`config.mk`:
```
export PLATFORM = sky130hd
export DESIGN_NAME = uart_reg_bank
export DESIGN_NICKNAME = d
export VERILOG_FILES = /design/src/rtl/uart_pkg.sv /design/src/rtl/uart_sync_fifo.sv /design/src/rtl/uart_reg_bank.sv
export SDC_FILE = /design/constraint.sdc
export NUM_CORES = 1
export LEC_CHECK = 0
export ABC_AREA = 1
export BUFFER_PORTS_ARGS = -buffer_cell sky130_fd_sc_hd__buf_2
export CAP_MARGIN = 20
export CORE_ASPECT_RATIO = 1.5
export CORE_MARGIN = 1
export CORE_UTILIZATION = 64
export CTS_CLUSTER_SIZE = 40
export DETAILED_ROUTE_END_ITERATION = 10
export PLACE_DENSITY = 0.82
export SKIP_LAST_GASP = 1
export SLEW_MARGIN = 10
export SYNTH_ARGS = -nofsm -noshare
export SYNTH_HDL_FRONTEND = slang
export SYNTH_SLANG_ARGS = --single-unit
```
`constraint.sdc`:
```
create_clock -name pclk -period 6.2 [get_ports pclk]
set_input_delay 0.62 -clock pclk [delete_from_list [all_inputs] [get_ports pclk]]
set_output_delay 0.62 -clock pclk [all_outputs]
set_load 0.05 [all_outputs]
```
`src/rtl/uart_pkg.sv`:
```
// Shared definitions for the UART register bank: register addresses, bit indices
// of CTRL/STATUS/IRQ_EN, the sticky error group and a read-word helper.
package uart_pkg;

  localparam logic [3:0] ADDR_CTRL    = 4'h0;
  localparam logic [3:0] ADDR_BAUD_LO = 4'h1;
  localparam logic [3:0] ADDR_BAUD_HI = 4'h2;
  localparam logic [3:0] ADDR_TXDATA  = 4'h3;
  localparam logic [3:0] ADDR_RXDATA  = 4'h4;
  localparam logic [3:0] ADDR_STATUS  = 4'h5;
  localparam logic [3:0] ADDR_IRQ_EN  = 4'h6;
  localparam logic [3:0] ADDR_IRQ_CLR = 4'h7;

  localparam int CTRL_TX_EN      = 0;
  localparam int CTRL_RX_EN      = 1;
  localparam int CTRL_PARITY_EN  = 2;
  localparam int CTRL_PARITY_ODD = 3;
  localparam int CTRL_STOP2      = 4;

  localparam int ST_TX_EMPTY    = 0;
  localparam int ST_TX_FULL     = 1;
  localparam int ST_RX_EMPTY    = 2;
  localparam int ST_RX_FULL     = 3;
  localparam int ST_RX_OVERRUN  = 4;
  localparam int ST_TX_OVERFLOW = 5;
  localparam int ST_PERR_SEEN   = 6;
  localparam int ST_FERR_SEEN   = 7;

  localparam int IRQ_TX_EMPTY    = 0;
  localparam int IRQ_RX_NONEMPTY = 1;
  localparam int IRQ_ERR         = 2;

  // Bit order matches STATUS[7:4] so an IRQ_CLR write mask applies directly.
  typedef struct packed {
    logic ferr_seen;
    logic perr_seen;
    logic tx_overflow;
    logic rx_overrun;
  } sticky_t;

  function automatic logic [10:0] pad_byte(input logic [7:0] b);
    return {3'b000, b};
  endfunction

endpackage

```
`src/rtl/uart_sync_fifo.sv`:
```
// Single-clock first-word-fall-through FIFO with count-based full/empty.
// A push while full is still taken when a pop happens in the same cycle.
module uart_sync_fifo #(
  parameter int WIDTH = 8,
  parameter int DEPTH = 8
) (
  input  logic             pclk,
  input  logic             presetn,
  input  logic             push,
  input  logic             pop,
  input  logic [WIDTH-1:0] wdata,
  output logic [WIDTH-1:0] rdata,
  output logic             full,
  output logic             empty
);

  localparam int AW = (DEPTH > 1) ? $clog2(DEPTH) : 1;
  localparam int CW = $clog2(DEPTH) + 1;
  localparam logic [CW-1:0] FULL_CNT = CW'(DEPTH);

  logic [WIDTH-1:0] mem [DEPTH];
  logic [AW-1:0]    wr_ptr;
  logic [AW-1:0]    rd_ptr;
  logic [CW-1:0]    count;
  logic             push_ok;
  logic             pop_ok;

  assign pop_ok  = pop & ~empty;
  assign push_ok = push & (~full | pop_ok);

  assign full  = (count == FULL_CNT);
  assign empty = (count == '0);
  assign rdata = mem[rd_ptr];

  // Power-of-two depth lets the pointers wrap on their own.
  always_ff @(posedge pclk or negedge presetn) begin
    if (!presetn) begin
      wr_ptr <= '0;
      rd_ptr <= '0;
      count  <= '0;
    end else begin
      if (push_ok) wr_ptr <= wr_ptr + 1'b1;
      if (pop_ok)  rd_ptr <= rd_ptr + 1'b1;
      case ({push_ok, pop_ok})
        2'b10:   count <= count + 1'b1;
        2'b01:   count <= count - 1'b1;
        default: count <= count;
      endcase
    end
  end

  always_ff @(posedge pclk or negedge presetn) begin
    if (!presetn) begin
      for (int i = 0; i < DEPTH; i++) mem[i] <= '0;
    end else if (push_ok) begin
      mem[wr_ptr] <= wdata;
    end
  end

endmodule

```
`src/rtl/uart_reg_bank.sv`:
```
// UART register bank: decodes the 4-bit register map behind the APB slave, holds
// the line configuration, and buffers TX/RX bytes in two FIFOs.
module uart_reg_bank
  import uart_pkg::*;
#(
  parameter int          TX_DEPTH = 8,
  parameter int          RX_DEPTH = 8,
  parameter logic [11:0] BAUD_RST = 12'd27
) (
  input  logic        pclk,
  input  logic        presetn,
  input  logic        cs,
  input  logic        wm,
  input  logic [3:0]  addr,
  input  logic [7:0]  wdata,
  output logic [10:0] rdata,
  output logic [7:0]  tx_data,
  output logic        tx_valid,
  input  logic        tx_ready,
  input  logic [7:0]  rx_data,
  input  logic        rx_perr,
  input  logic        rx_ferr,
  input  logic        rx_valid,
  output logic        tx_en,
  output logic        rx_en,
  output logic        parity_en,
  output logic        parity_odd,
  output logic        stop2,
  output logic [11:0] baud_div,
  output logic        irq
);

  logic        wr;
  logic        rd;
  logic [4:0]  ctrl;
  logic [7:0]  baud_lo;
  logic [3:0]  baud_hi;
  logic [2:0]  irq_en;
  sticky_t     sticky;
  sticky_t     sticky_set;
  logic [3:0]  irq_clr;

  logic        tx_hit;
  logic        rx_hit;
  logic        tx_hit_d;
  logic        rx_hit_d;
  logic        tx_push;
  logic        tx_pop;
  logic        tx_drop;
  logic        rx_push_req;
  logic        rx_push;
  logic        rx_pop;
  logic        rx_drop;

  logic        tx_full;
  logic        tx_empty;
  logic        rx_full;
  logic        rx_empty;
  logic [9:0]  rx_head;

  logic [7:0]  status;
  logic [2:0]  irq_src;
  logic [10:0] rx_word;
  logic [10:0] rd_word;

  assign wr = cs & wm;
  assign rd = cs & ~wm;

  // TXDATA push / RXDATA pop fire only on the first cycle of a held write.
  assign tx_hit  = wr & (addr == ADDR_TXDATA);
  assign rx_hit  = wr & (addr == ADDR_RXDATA);
  assign tx_push = tx_hit & ~tx_hit_d;
  assign rx_pop  = rx_hit & ~rx_hit_d;

  always_ff @(posedge pclk or negedge presetn) begin
    if (!presetn) begin
      tx_hit_d <= 1'b0;
      rx_hit_d <= 1'b0;
    end else begin
      tx_hit_d <= tx_hit;
      rx_hit_d <= rx_hit;
    end
  end

  // TX stream handshake: a byte moves on every cycle where tx_valid and tx_ready
  // are both high; tx_valid never looks at tx_ready. rx_valid is a one-cycle
  // strobe with no back-pressure, so a full RX FIFO can only drop the byte.
  assign tx_valid = ctrl[CTRL_TX_EN] & ~tx_empty;
  assign tx_pop   = tx_valid & tx_ready;
  assign tx_drop  = tx_push & tx_full & ~tx_pop;

  assign rx_push_req = rx_valid & ctrl[CTRL_RX_EN];
  assign rx_drop     = rx_push_req & rx_full;
  assign rx_push     = rx_push_req & ~rx_full;

  uart_sync_fifo #(
    .WIDTH (8),
    .DEPTH (TX_DEPTH)
  ) u_tx_fifo (
    .pclk    (pclk),
    .presetn (presetn),
    .push    (tx_push),
    .pop     (tx_pop),
    .wdata   (wdata),
    .rdata   (tx_data),
    .full    (tx_full),
    .empty   (tx_empty)
  );

  uart_sync_fifo #(
    .WIDTH (10),
    .DEPTH (RX_DEPTH)
  ) u_rx_fifo (
    .pclk    (pclk),
    .presetn (presetn),
    .push    (rx_push),
    .pop     (rx_pop),
    .wdata   ({rx_ferr, rx_perr, rx_data}),
    .rdata   (rx_head),
    .full    (rx_full),
    .empty   (rx_empty)
  );

  always_comb begin
    sticky_set             = '0;
    sticky_set.rx_overrun  = rx_drop;
    sticky_set.tx_overflow = tx_drop;
    sticky_set.perr_seen   = rx_push & rx_perr;
    sticky_set.ferr_seen   = rx_push & rx_ferr;
  end

  assign irq_clr = (wr && addr == ADDR_IRQ_CLR) ? wdata[7:4] : 4'h0;

  always_ff @(posedge pclk or negedge presetn) begin
    if (!presetn) begin
      ctrl    <= '0;
      baud_lo <= BAUD_RST[7:0];
      baud_hi <= BAUD_RST[11:8];
      irq_en  <= '0;
    end else if (wr) begin
      case (addr)
        ADDR_CTRL:    ctrl    <= wdata[4:0];
        ADDR_BAUD_LO: baud_lo <= wdata;
        ADDR_BAUD_HI: baud_hi <= wdata[3:0];
        ADDR_IRQ_EN:  irq_en  <= wdata[2:0];
        default:      ;
      endcase
    end
  end

  // A new error event wins over a clear landing in the same cycle.
  always_ff @(posedge pclk or negedge presetn) begin
    if (!presetn) begin
      sticky <= '0;
    end else begin
      sticky <= sticky_t'((sticky & ~irq_clr) | sticky_set);
    end
  end

  always_comb begin
    status                 = '0;
    status[ST_TX_EMPTY]    = tx_empty;
    status[ST_TX_FULL]     = tx_full;
    status[ST_RX_EMPTY]    = rx_empty;
    status[ST_RX_FULL]     = rx_full;
    status[ST_RX_OVERRUN]  = sticky.rx_overrun;
    status[ST_TX_OVERFLOW] = sticky.tx_overflow;
    status[ST_PERR_SEEN]   = sticky.perr_seen;
    status[ST_FERR_SEEN]   = sticky.ferr_seen;
  end

  always_comb begin
    irq_src                  = '0;
    irq_src[IRQ_TX_EMPTY]    = tx_empty;
    irq_src[IRQ_RX_NONEMPTY] = ~rx_empty;
    irq_src[IRQ_ERR]         = |status[ST_FERR_SEEN:ST_RX_OVERRUN];
  end

  // An empty RX FIFO reads as all zeros rather than exposing a stale slot.
  assign rx_word = rx_empty ? 11'h000 : {rx_head[9], rx_head[8], 1'b1, rx_head[7:0]};

  always_comb begin
    rd_word = '0;
    case (addr)
      ADDR_CTRL:    rd_word = pad_byte({3'b000, ctrl});
      ADDR_BAUD_LO: rd_word = pad_byte(baud_lo);
      ADDR_BAUD_HI: rd_word = pad_byte({4'h0, baud_hi});
      ADDR_RXDATA:  rd_word = rx_word;
      ADDR_STATUS:  rd_word = pad_byte(status);
      ADDR_IRQ_EN:  rd_word = pad_byte({5'b00000, irq_en});
      default:      rd_word = '0;
    endcase
  end

  always_ff @(posedge pclk or negedge presetn) begin
    if (!presetn) begin
      rdata <= '0;
      irq   <= 1'b0;
    end else begin
      if (rd) rdata <= rd_word;
      irq <= |(irq_en & irq_src);
    end
  end

  assign tx_en      = ctrl[CTRL_TX_EN];
  assign rx_en      = ctrl[CTRL_RX_EN];
  assign parity_en  = ctrl[CTRL_PARITY_EN];
  assign parity_odd = ctrl[CTRL_PARITY_ODD];
  assign stop2      = ctrl[CTRL_STOP2];
  assign baud_div   = {baud_hi, baud_lo};

endmodule

```
==> results of run 1 <==
-- sequential cells by signal, indices dropped and copies added, names as in the netlist --
signal	flops
u_tx_fifo.count	4
u_rx_fifo.wr_ptr	3
tx_hit_d	1
rdata	11
u_rx_fifo.mem	80
u_tx_fifo.rd_ptr	3
u_tx_fifo.wr_ptr	3
irq_en	3
u_rx_fifo.count	4
status	4
rx_hit_d	1
ctrl	5
irq	1
baud_hi	4
baud_lo	8
u_tx_fifo.mem	64
u_rx_fifo.rd_ptr	3
-- cell usage after synthesis, types with 10 or more instances --
cell,n,share of area
sky130_fd_sc_hd__a21oi_1,64,0.032
sky130_fd_sc_hd__buf_2,15,0.0075
sky130_fd_sc_hd__buf_6,13,0.015
sky130_fd_sc_hd__clkbuf_1,27,0.010
sky130_fd_sc_hd__dfrtp_1,198,0.50
sky130_fd_sc_hd__ha_1,10,0.013
sky130_fd_sc_hd__inv_1,98,0.037
sky130_fd_sc_hd__nand2_1,343,0.13
sky130_fd_sc_hd__nand3_1,108,0.054
sky130_fd_sc_hd__nor2_1,146,0.055
sky130_fd_sc_hd__o21ai_0,78,0.039
sky130_fd_sc_hd__o21ai_1,37,0.019
sky130_fd_sc_hd__o21ai_2,27,0.024
sky130_fd_sc_hd__xor2_1,10,0.0088
-- worst reg2reg max path: stages (launching register included) --
cell and delay [ns]:
sky130_fd_sc_hd__dfrtp_1 0.40, sky130_fd_sc_hd__inv_1 0.14, sky130_fd_sc_hd__nand2_1 0.07, sky130_fd_sc_hd__nor2_1 0.21, sky130_fd_sc_hd__inv_1 0.09, sky130_fd_sc_hd__nand3b_1 0.13
sky130_fd_sc_hd__inv_1 0.11, sky130_fd_sc_hd__ha_1 0.28, sky130_fd_sc_hd__ha_1 0.35, sky130_fd_sc_hd__a21oi_1 0.13, sky130_fd_sc_hd__nand2_1 0.09, sky130_fd_sc_hd__a21oi_1 0.17
sky130_fd_sc_hd__o21ai_0 0.11, sky130_fd_sc_hd__nand2_1 0.07, sky130_fd_sc_hd__nand2_1 0.05
-- metrics by stage --
| step | hold slack (ns) | worst slack, ns |
|---|---|---|
| final | 0.0691 | 2.62 |
| after global routing | 0.0981 | 2.36 |
| after CTS | 0.0742 | 2.73 |
| after detailed placement | 0.453 | 3.28 |
| after global placement | 0.448 | 3.41 |
| after floorplan | 0.324 | 3.69 |
-- power by group --
part           total, uW  switching (uW)  internal (uW)  leakage, uW
combinational       1670            1170            501      0.00282
sequential          1940             278           1660      0.00248
clock               1240             512            728     0.000323
-- per-layer routing --
layer,vias up,track usage
met4,0,0.171
met3,94,0.0327
met1,3934,0.388
met5,-,0
li1,4028,-
met2,349,0.582
-- cell usage in the layout (no fill, tap or decap), drive strengths merged --
master,count
nand4,3
clkinvlp,4
clkbuf,25
xor2,10
a31oi,8
inv,104
o21ai,142
ha,10
buf,69
a21o,1
o211ai,5
fa,1
a21oi,64
clkinv,8
nor3,1
dfstp,4
dfrtp,198
nand2,350
xnor2,2
nor2,151
nand3b,1
nand3,118
bufinv,2
-- how the worst max path moves through the flow --
stage                            end                 from  slack (ns)  depth (start not counted)
final                     tx_data[2]  u_tx_fifo.rd_ptr[0]        2.62                          6
after global routing      tx_data[0]  u_tx_fifo.rd_ptr[0]        2.36                          6
after CTS                 tx_data[2]  u_tx_fifo.rd_ptr[0]        2.73                          6
after detailed placement  tx_data[5]  u_tx_fifo.rd_ptr[0]        3.28                          6
after global placement    tx_data[6]  u_tx_fifo.rd_ptr[0]        3.41                          6
after floorplan           tx_data[2]  u_tx_fifo.rd_ptr[0]        3.69                          6
-- cell families (layout without fill, tap and decap cells) --
kind of cell	after synthesis	count (layout)	share of synthesized area
simple gates	624	624	0.269
compound gates	220	220	0.123
flops	202	202	0.507
buf+inv	167	212	0.0757
xor+xnor	12	12	0.0105
fa+ha+maj	11	11	0.0145
-- final cells by class --
cell class              instances  area, sq um
repair buffers                 70          412
flip-flops and latches        202         5060
clock buffers                  24          557
inverters                     107          414
multi-input cells             867         4170
well taps                     199          249
fillers                      1192         4160
clock inverters                11          119
==> PnR_summary.wiki, run 1 <==
{| class="wikitable"
! Metric !! Value
|-
| Clock Latency Late Sink || 0.49 ns
|-
| Worst Skew || 0.00826 ns
|-
| Largest net degree at the start of global routing || 81
|-
| Number of synthesized register bits || about 200
|-
| Yosys warning count || 0
|-
| Routed length on met1 || 9510 um
|-
| Count of buffering cells on the critical path with inverters included || 2
|-
| Slew HR || 0.338
|-
| Status || complete, no violations
|-
| Highest signal layer in the routed design || met4
|-
| Areal power density over the cells || 442 nW/um^2
|-
| Required @ worst endpoint || about 5.6 ns
|-
| Post-route clock period utilization || 0.577
|-
| PnR Total Power || 4850 uW
|-
| Type of destination of the critical path || output pin
|-
| Number of sinks driven by the clock tree || 202
|-
| Quantity of hold-fixing buffers added after cts || 0
|-
| Number of placement rows || 55
|-
| Die W || 104 um
|-
| Slew @ Worst Pin || 0.989 ns
|-
| Post-Synthesis Mean Instance Area || 8.08 sq um
|-
| Post-layout nets || 1307
|-
| TritonCTS clock tree || built
|-
| Final Max Tran Viols || 0
|-
| DRC violation total after the first TritonRoute iteration || 634
|-
| Startpoint types || register
|-
| Total negative setup slack || 0 ns
|-
| End of the worst register-to-register path || u_rx_fifo.count[3]
|-
| Via count of the first global-routing pass || around 8300
|-
| Final setup vio count || 0
|-
| Die Ht || 155 um
|-
| Leakage Power || 0.00562 uW
|-
| Total nets after synthesis || 1275
|-
| Utilization of the core after routing || 0.725
|-
| Number of vias per cell after detailed routing || 5.68
|-
| Critical path fanouts, max || 34
|-
| Number of buffers added by the clock tree synthesis step || 20
|-
| Total core area || between 15000 and 20000 sq um
|-
| Starting density of the core || 0.659
|-
| Post-Layout Cell Count || 1480
|-
| Clock Tree Root || sky130_fd_sc_hd__clkbuf_16
|-
| Gate count of the mapped netlist || 1236
|-
| Count of cell types in the netlist || 34
|-
| Worst hold path type || input pin to asynchronous set/reset pin
|-
| Total Die Area || 16100 sq um
|-
| Most used flip-flop cell after synthesis || sky130_fd_sc_hd__dfrtp_1
|-
| Port buffer count || 65
|-
| Max rail drop VDD || 0.442 mV
|-
| Number of synthesized flops with an enable pin || 0
|-
| Clock-pin transition on the worst setup and hold timing paths || roughly 0.060 ns
|-
| CTS resizes || 0
|-
| WL final || 25500 um
|-
| Postcts setup bufs || 0
|-
| Time the worst path needs with I/O delays and setup || between 3 and 4 ns
|-
| Met2 Routed Length || 13000 um
|-
| Setup slack, reg-to-reg || 3.71 ns
|-
| Global-route congestion overflow total || 0
|-
| Category of the critical setup timing path || register to output pin
|-
| Cell type group with the largest total delay on the critical path || flip-flops
|-
| DR WL met3 || 1550 um
|-
| Total global routing track utilization || 0.325
|-
| Antenna violations before repair || 0
|-
| RSZ-0062 raised after global routing || false
|-
| Wire length of the first global-routing pass || 41500 um
|-
| Maximum capacitance violations || 0
|-
| Worst endpoint data arrival time || just under 3 ns
|-
| RD Place Congestion || 0.947
|-
| Count of antenna diodes in the layout || 0
|-
| 1st-pass router iterations || 6
|-
| Slowest CP cell || sky130_fd_sc_hd__dfrtp_1
|-
| Antenna Violating Nets Remaining || 0
|-
| Layout area overhead || 9.97%
|-
| # DRC || 0
|-
| Number of cells on the worst reg-to-reg path || 14
|-
| Maximum clock insertion buffer count || 3
|-
| Depth of the CTS H-tree || 1
|-
| Crit-path cells || inv_1, nor2_1, o21ai_0, a21oi_1, a31oi_1, buf_2
|-
| Vias || 8405
|-
| Wire per inst || 17.2 um
|-
| Slowest stage delay, CP || 0.93 ns
|-
| Cell Area, Synth || between 9000 and 10000 sq um
|-
| Placed Instances || 1443
|-
| Share of the yosys chip area belonging to registers || 0.507
|-
| Layout cell share with drive strength beyond 1 || 0.128
|-
| Post-route design area || 11000 sq um
|-
| Placed wire-length estimate after detailed placement || 17100 um
|-
| Instance area at placement || 10200 sq um
|-
| Number of placed I/O pins || 66
|-
| Hold violation count in the final report || 0
|-
| Critical register-to-register path startpoint || u_rx_fifo.count[1]
|-
| FFs w/ async S/R, synth || 1.00
|-
| Highest clock rate || 0.279 GHz
|}
Note: power is estimated with default switching activity, not from simulation.
==> run 2: changes to the inputs <==
Settings changed: CORE_UTILIZATION 64 to 61, PLACE_DENSITY 0.82 to 0.78.
Clock period 6.2 ns to 3.4 ns, I/O delays scaled along.
==> run 2 against run 1 <==
  * Sequential share of layout area is essentially flat
  * Critical path type unchanged
  * Utilization shrank 3.3 points
  * Critical path depth grew 1
  * Combinational power grew 93%
  * Setup slack lost 1.9 ns
  * Count of clock-buffer cells in the layout grew 4
  * Clock power grew 76%
  * Critical endpoint is now tx_data[3]
  * Register-to-register slack lost 2.8 ns
  * Highest routed layer unchanged
  * Total power grew 82%
  * Wire length grew 0.90%
==> PnR_summary.wiki, run 2 (synthesis results as in run 1) <==
{| class="wikitable"
! Metric !! Value
|-
| Status || complete, no violations
|-
| Final Max Tran Viols || 0 (unchanged)
|-
| Switching power share of the total || 0.408 (+0.00434)
|-
| Largest registers || u_rx_fifo.mem x80, u_tx_fifo.mem x64, rdata x11
|-
| Via count of the first global-routing pass || 8151 (-1.4%)
|-
| WL final || 25700 um (+0.90%)
|-
| Port buffer count || 65 (unchanged)
|-
| Number of sinks driven by the clock tree || 202 (unchanged)
|-
| RSZ-0062 raised after global routing || false
|-
| Starting density of the core || 0.630 (-0.0290)
|-
| Die W || 106 um (+2.4%)
|-
| Fraction of power consumed by the clock network || 0.247 (-0.008)
|-
| Number of placement rows || 56 (+1.8%)
|-
| RD Place Congestion || 0.910 (-3.8%)
|-
| Antenna violations before repair || 0 (unchanged)
|-
| Post-route design area || 11000 sq um (-0.10%)
|-
| Total global routing track utilization || 0.314 (-0.0111)
|-
| Areal power density over the cells || 807 nW/um^2 (+82%)
|-
| CTS resizes || 0 (unchanged)
|-
| Wire length of the first global-routing pass || 41200 um (-0.63%)
|-
| Worst Skew || 0.0187 ns (+0.0104 ns)
|-
| Register containing the most flip-flops in the final layout || u_rx_fifo.mem
|-
| Worst hold path type || input pin to register
|-
| Global-route congestion overflow total || 0 (unchanged)
|-
| Startpoint types || register
|-
| Instance area at placement || 10300 sq um (+0.68%)
|-
| Total negative setup slack || 0 ns (unchanged)
|-
| Time the worst path needs with I/O delays and setup || 2.72 ns
|-
| Number of buffers added by the clock tree synthesis step || 20 (unchanged)
|-
| Clock Tree Root || sky130_fd_sc_hd__clkbuf_16
|-
| Sw power || 3610 uW (+84%)
|-
| Slew HR || 0.487 (+0.148)
|-
| Required @ worst endpoint || 3.06 ns (-2.52 ns)
|-
| Maximum clock insertion buffer count || 3 (unchanged)
|-
| Clock Latency Late Sink || 0.50 ns (about the same)
|-
| Internal power || 5230 uW (+81%)
|-
| Depth of the CTS H-tree || 1 (unchanged)
|-
| Number of vias per cell after detailed routing || 5.62 (-0.99%)
|-
| Vias || 8372 (-0.39%)
|-
| Combinational share of power || 0.365 (+0.020)
|-
| Relative contribution of sequential cells to total power || 0.388 (-0.012)
|-
| Leading cell types in the layout, fill and taps excluded || sky130_fd_sc_hd__nand2_1 (343), sky130_fd_sc_hd__dfrtp_1 (198), sky130_fd_sc_hd__nor2_1 (146)
|-
| Number of flip-flops in the largest register || 80 (unchanged)
|-
| DRC violation total after the first TritonRoute iteration || 679 (+7.1%)
|-
| Maximum capacitance violations || 0 (unchanged)
|-
| Largest net degree at the start of global routing || 114 (+41%)
|-
| 1st-pass router iterations || 5 (-1)
|-
| Post-route worst setup slack || 0.682 ns (-1.94 ns)
|-
| Max rail drop VDD || 0.830 mV (+88%)
|-
| Highest clock rate || 0.368 GHz
|-
| Post-route clock period utilization || 0.799
|-
| Clock-pin transition on the worst setup and hold timing paths || 0.07 ns (about the same)
|-
| Critical path fanouts, max || 20 (-41%)
|-
| Leakage Power || 0.00563 uW (+0.16%)
|-
| Utilization of the core after routing || 0.692 (-0.0326)
|-
| Type of destination of the critical path || output pin
|-
| Wire per inst || 17.3 um (+0.29%)
|-
| Count of antenna diodes in the layout || 0 (unchanged)
|-
| Layout cell share with drive strength beyond 1 || 0.128 (+0.000280)
|-
| TritonCTS clock tree || built
|-
| Start point of the critical path || u_tx_fifo.rd_ptr[0]
|-
| Worst endpoint data arrival time || 2.38 ns (-0.58 ns)
|-
| Post-layout nets || 1313 (+0.46%)
|-
| Category of the critical setup timing path || register to output pin
|-
| Commonest non-fill, non-tap cell in the layout || sky130_fd_sc_hd__nand2_1
|-
| Hold violation count in the final report || 0 (unchanged)
|-
| Total core area || 15800 sq um (+4.6%)
|-
| Critical register-to-register path startpoint || u_rx_fifo.count[1]
|-
| Slew @ Worst Pin || 0.767 ns (-0.222 ns)
|-
| Final setup vio count || 0 (unchanged)
|-
| Origin of the worst min-delay path || rx_data[2]
|-
| Placed wire-length estimate after detailed placement || 17300 um (+0.99%)
|-
| Die Ht || 159 um (+2.4%)
|-
| Number of placed I/O pins || 66 (unchanged)
|-
| Total Die Area || 16900 sq um (+4.8%)
|-
| # DRC || 0 (unchanged)
|-
| Dpl ws || 0.651 ns (-2.63 ns)
|-
| Antenna Violating Nets Remaining || 0 (unchanged)
|-
| Layout area overhead || 9.85%
|}
-- run 2: changes by cell type in the layout (fill, tap and decap cells not counted), sizes merged --
cell | previous run | this run
inv | 104 | 103
bufinv | 2 | 1
clkbuf | 25 | 29
buf | 69 | 74
clkinvlp | 4 | 1
dlygate4sd3 | 0 | 1
-- run 2: power groups by stage --
| stage | combinational, uW | clock [uW] | sequential, uW |
|---|---|---|---|
| 2_1_floorplan | 2200 | 0 | 3550 |
| 5_1_grt | 3570 | 2290 | 3500 |
| 3_3_place_gp | 3120 | 0 | 3430 |
| 4_1_cts | 3230 | 2210 | 3430 |
| 3_5_place_dp | 3190 | 0 | 3460 |
| 6_report | 3230 | 2180 | 3430 |
-- run 2: critical path: stages, from the launching register on --
cell	delay (ns)
sky130_fd_sc_hd__dfrtp_1	0.37
sky130_fd_sc_hd__inv_1	0.33
sky130_fd_sc_hd__buf_4	0.33
sky130_fd_sc_hd__nor2_1	0.07
sky130_fd_sc_hd__o21ai_0	0.20
sky130_fd_sc_hd__a21oi_1	0.07
sky130_fd_sc_hd__a31oi_1	0.20
sky130_fd_sc_hd__buf_2	0.31
-- run 2: through the flow --
stage	hold slack (ns)	instances	total power, uW
3_5_place_dp	0.255	1454	6650
6_report	0.171	1489	8840
5_1_grt	0.182	1489	9360
4_1_cts	0.167	1489	8860
3_3_place_gp	0.258	1454	6560
2_1_floorplan	0.0444	1236	5750
-- run 2: worst paths after layout --
check	to	slack, ns	cells past startpoint
setup / recovery	tx_data[3]	0.68	7
hold / removal	u_rx_fifo.mem[72]	0.17	3
setup reg to reg	u_rx_fifo.count[3]	0.88	14
hold reg to reg	u_rx_fifo.mem[19]	0.47	2
max in group asynchronous	baud_hi[2]	2.06	3
min in group asynchronous	u_rx_fifo.mem[51]	0.31	2
-- run 2: per-layer routing --
layer  up-vias  share of wire  track usage
li1       4037              -            -
met1      3986           0.37        0.352
met2       270           0.54        0.594
met3        79          0.049       0.0401
met4         0          0.039        0.135
met5         -              0            0
-- run 2: what timing repair did --
action,CTS,global route
hold buffers,1,0
endpoints found under the hold margin,30,0
buffers inserted,0,0
-- run 2: final cells by class --
| class | instances | area, sq um |
|---|---|---|
| well taps | 203 | 254 |
| repair buffers | 76 | 432 |
| clock buffers | 28 | 582 |
| multi-input cells | 867 | 4170 |
| clock inverters | 6 | 57.6 |
| inverters | 107 | 414 |
| fillers | 1334 | 4870 |
| flip-flops and latches | 202 | 5060 |
==> run 3: changes to the inputs <==
Settings changed: ABC_AREA 1 to 0, CORE_UTILIZATION 61 to 55, PLACE_DENSITY 0.78 to 0.75.
Clock period 3.4 ns to 2.5 ns, I/O delays scaled along.
==> run 3 against run 2 <==
  * Non-clock buffer count up 22
  * Register-to-register slack worse by 0.81 ns
  * Count of clock-buffer cells in the layout up 2
  * Critical endpoint is now u_rx_fifo.count[3]
  * Highest routed layer unchanged
==> PnR_summary.wiki, run 3 <==
{| class="wikitable"
! Metric !! Value
|-
| Worst hold path type || input pin to register
|-
| Time the worst path needs with I/O delays and setup || 2.43 ns
|-
| Wire per inst || 22.7 um (+32%)
|-
| Top post-synthesis cells by count || sky130_fd_sc_hd__dfrtp_1 (198), sky130_fd_sc_hd__mux2_2 (179), sky130_fd_sc_hd__mux4_2 (36)
|-
| Share of the synthesized area in the top cell type || 0.524 (+0.0275)
|-
| Number of sinks driven by the clock tree || 202 (unchanged)
|-
| Critical register-to-register path startpoint || u_rx_fifo.count[0]
|-
| Antenna violations before repair || 0 (unchanged)
|-
| Port buffer count || 65 (unchanged)
|-
| Total Die Area || 17700 sq um (+5.0%)
|-
| End of the worst register-to-register path || u_rx_fifo.count[3]
|-
| Wire length of the first global-routing pass || 34400 um (-17%)
|-
| Required @ worst endpoint || 2.91 ns (-0.15 ns)
|-
| Gate count of the mapped netlist || 639 (-48%)
|-
| Hold violation count in the final report || 0 (unchanged)
|-
| Starting density of the core || 0.564 (-0.0662)
|-
| WL final || 21300 um (-17%)
|-
| Fraction of power consumed by the clock network || 0.267 (+0.020)
|-
| Layout cell share with drive strength beyond 1 || 0.510 (+0.382)
|-
| Origin of the worst min-delay path || rx_valid
|-
| Commonest non-fill, non-tap cell in the layout || sky130_fd_sc_hd__dfrtp_1
|-
| Category of the critical setup timing path || register to register
|-
| Areal power density over the cells || 974 nW/um^2 (+21%)
|-
| Largest registers || u_rx_fifo.mem x80, u_tx_fifo.mem x64, rdata x11
|-
| # DRC || 0 (unchanged)
|-
| Number of flip-flops in the largest register || 80 (unchanged)
|-
| Total global routing track utilization || 0.258 (-0.0559)
|-
| Combinational share of power || 0.282 (-0.083)
|-
| Clock Latency Late Sink || 0.49 ns (about the same)
|-
| Count of antenna diodes in the layout || 0 (unchanged)
|-
| Total core area || 16800 sq um (+5.9%)
|-
| Share of the yosys chip area belonging to registers || 0.535 (+0.0281)
|-
| Type of destination of the critical path || register
|-
| Setup slack, reg-to-reg || 0.07 ns (-0.81 ns)
|-
| Number of vias per cell after detailed routing || 6.07 (+8.0%)
|-
| Worst setup path endpoint || u_rx_fifo.count[3]
|-
| Post-Layout Cell Count || 939 (-37%)
|-
| Post-Synthesis Mean Instance Area || 14.8 sq um (+83%)
|-
| Fill cell instance count of the final layout || 1209 (-9.4%)
|-
| Post-layout nets || 758 (-42%)
|-
| Depth of the CTS H-tree || 1 (unchanged)
|-
| Sequential standard cell area || 5060 sq um (about the same)
|-
| Count of cell types in the netlist || 65 (+91%)
|-
| Leakage Power || 0.00508 uW (-9.9%)
|-
| FFs w/ async S/R, synth || 1.00 (unchanged)
|-
| Most area-hungry cell type in the Yosys netlist || sky130_fd_sc_hd__dfrtp_1
|-
| Postcts setup bufs || 0 (unchanged)
|-
| Max rail drop VDD || 0.752 mV (-9.4%)
|-
| Worst endpoint data arrival time || 2.84 ns (+0.46 ns)
|-
| DRC violation total after the first TritonRoute iteration || 258 (-62%)
|-
| Relative contribution of sequential cells to total power || 0.451 (+0.063)
|-
| Leading cell types in the layout, fill and taps excluded || sky130_fd_sc_hd__dfrtp_1 (195), sky130_fd_sc_hd__mux2_2 (179), sky130_fd_sc_hd__buf_2 (64)
|-
| Die W || 109 um (+2.5%)
|-
| Yosys warning count || 0 (unchanged)
|-
| Vias || 5704 (-32%)
|-
| Area occupied by multi-input gates || 4250 sq um (+2.0%)
|-
| Critical path fanouts, max || 6 (-70%)
|-
| Final Max Tran Viols || 0 (unchanged)
|-
| Most used flip-flop cell after synthesis || sky130_fd_sc_hd__dfrtp_1
|-
| Slew @ Worst Pin || 0.771 ns (+0.00412 ns)
|-
| Global-route congestion overflow total || 0 (unchanged)
|-
| Most common cell in the netlist || sky130_fd_sc_hd__dfrtp_1
|-
| Register containing the most flip-flops in the final layout || u_rx_fifo.mem
|-
| Clock-pin transition on the worst setup and hold timing paths || 0.06 ns (about the same)
|-
| Final setup vio count || 0 (unchanged)
|-
| Number of placement rows || 58 (+3.6%)
|-
| RSZ-0062 raised after global routing || true
|-
| Highest clock rate || 0.412 GHz
|-
| Largest net degree at the start of global routing || 93 (-18%)
|-
| Layout area overhead || 14.4%
|-
| Cell Area, Synth || 9460 sq um (-5.3%)
|-
| PnR Total Power || 10500 uW (+19%)
|-
| Slew HR || 0.486 (-0.000860)
|-
| Placed wire-length estimate after detailed placement || 14900 um (-14%)
|-
| Clock Tree Root || sky130_fd_sc_hd__clkbuf_16
|-
| Number of synthesized flops with an enable pin || 0 (unchanged)
|-
| Cell types with the largest area share after synthesis || sky130_fd_sc_hd__dfrtp_1 (52%), sky130_fd_sc_hd__mux2_2 (21%), sky130_fd_sc_hd__mux4_2 (8.6%)
|-
| Start point of the critical path || u_rx_fifo.count[0]
|-
| Via count of the first global-routing pass || 6244 (-23%)
|-
| 1st-pass router iterations || 4 (-1)
|-
| Number of buffers added by the clock tree synthesis step || 20 (unchanged)
|-
| Internal power || 7190 uW (+38%)
|-
| RD Place Congestion || 0.903 (-0.77%)
|-
| Status || complete, no violations
|-
| Number of cells on the worst reg-to-reg path || 8 (-6)
|-
| Total nets after synthesis || 678 (-47%)
|-
| Number of placed I/O pins || 66 (unchanged)
|-
| Sw power || 3350 uW (-7.2%)
|-
| Worst Skew || 0.0126 ns (-0.00613 ns)
|-
| Die Ht || 163 um (+2.5%)
|-
| Placed Instances || 906 (-38%)
|-
| Number of synthesized register bits || 202 (unchanged)
|-
| Maximum capacitance violations || 0 (unchanged)
|-
| Maximum clock insertion buffer count || 3 (unchanged)
|-
| Antenna Violating Nets Remaining || 0 (unchanged)
|-
| TritonCTS clock tree || built
|-
| Post-route clock period utilization || 0.971
|-
| Switching power share of the total || 0.318 (-0.0906)
|-
| Startpoint types || register
|}
## run 3: changes by cell type in the layout (fill, tap and decap cells not counted), moves of 60 or more
cell / previous run / this run
sky130_fd_sc_hd__nor2_1: 146 / 12
sky130_fd_sc_hd__a21oi_1: 64 / 4
sky130_fd_sc_hd__o21ai_0: 78 / 2
sky130_fd_sc_hd__nand3_1: 108 / 5
sky130_fd_sc_hd__nand2_1: 343 / 33
sky130_fd_sc_hd__mux2_2: 0 / 179
sky130_fd_sc_hd__inv_1: 98 / 4
## run 3: what timing repair did
action / 4_1_cts / 5_1_grt
setup endpoints to repair: 8 / 3
hold buffers: 1 / 0
resized for setup: 1 / 5
endpoints found under the hold margin: 84 / 0
## run 3: through the flow
step	setup slack [ns]	TNS [ns]	utilization	instance area, sq um	hold slack (ns)
floorplan	0.0393	0	-	9470	-0.0456
global placement	0.196	0	0.607	10200	0.350
detailed placement	0.0470	0	0.607	10200	0.367
CTS	0.0421	0	0.644	10800	0.0698
global route	-0.0534	-0.0534	0.646	10800	0.0767
finish	0.0736	0	0.646	10800	0.0839
## run 3: power by group through the flow
stage | combinational, uW | sequential, uW | clock (uW)
after CTS | 3000 | 4730 | 2870
after floorplan | 2230 | 4660 | 0
final | 2970 | 4760 | 2810
after global placement | 2870 | 4700 | 0
after global routing | 3210 | 4860 | 3000
after detailed placement | 2990 | 4780 | 0
## run 3: area by class of cell
class / count / area share
flip-flops and latches: 202 / 0.468
inverters: 5 / 0.00173
repair buffers: 98 / 0.0575
clock buffers: 30 / 0.0554
well taps: 210 / 0.0243
multi-input cells: 392 / 0.392
clock inverters: 2 / 0.000925
## run 3: layer usage
| layer | GRT usage | vias up | share of wire |
|---|---|---|---|
| li1 | - | 2527 | - |
| met1 | 0.306 | 2977 | 0.38 |
| met2 | 0.471 | 147 | 0.55 |
| met3 | 0.0392 | 53 | 0.042 |
| met4 | 0.0835 | 0 | 0.029 |
| met5 | 0 | - | 0 |
## run 3: worst max-delay path, cell delays in order, from the launching register on
cell	delay (ns)
sky130_fd_sc_hd__dfrtp_1	0.50
sky130_fd_sc_hd__nor4_2	0.10
sky130_fd_sc_hd__nor4b_2	0.36
sky130_fd_sc_hd__ha_1	0.29
sky130_fd_sc_hd__ha_1	0.27
sky130_fd_sc_hd__a21o_1	0.19
sky130_fd_sc_hd__a21oi_1	0.18
sky130_fd_sc_hd__mux2i_1	0.30
sky130_fd_sc_hd__xnor2_1	0.16
## run 3: worst min-delay path by stage
stage | end | depth (start not counted) | slack, ns
detailed placement | u_tx_fifo.count[2] | 1 | 0.37
global route | status[4] | 2 | 0.08
CTS | rx_hit_d | 2 | 0.07
global placement | u_tx_fifo.count[2] | 1 | 0.35
floorplan | baud_hi[0] | 0 | -0.05
finish | status[4] | 2 | 0.08
## run 3: logic make-up (layout without fill, tap and decap cells)
kind of cell,Yosys count,in the layout,synth area share
muxes,227,227,0.312
xor gates and xnor gates,16,16,0.0148
DFF,202,202,0.535
buffers and inverters,45,135,0.0214
adders and majority gates,11,11,0.0153
AOI/OAI and AO/OA,41,41,0.0361
and+or+nand+nor,97,97,0.0658
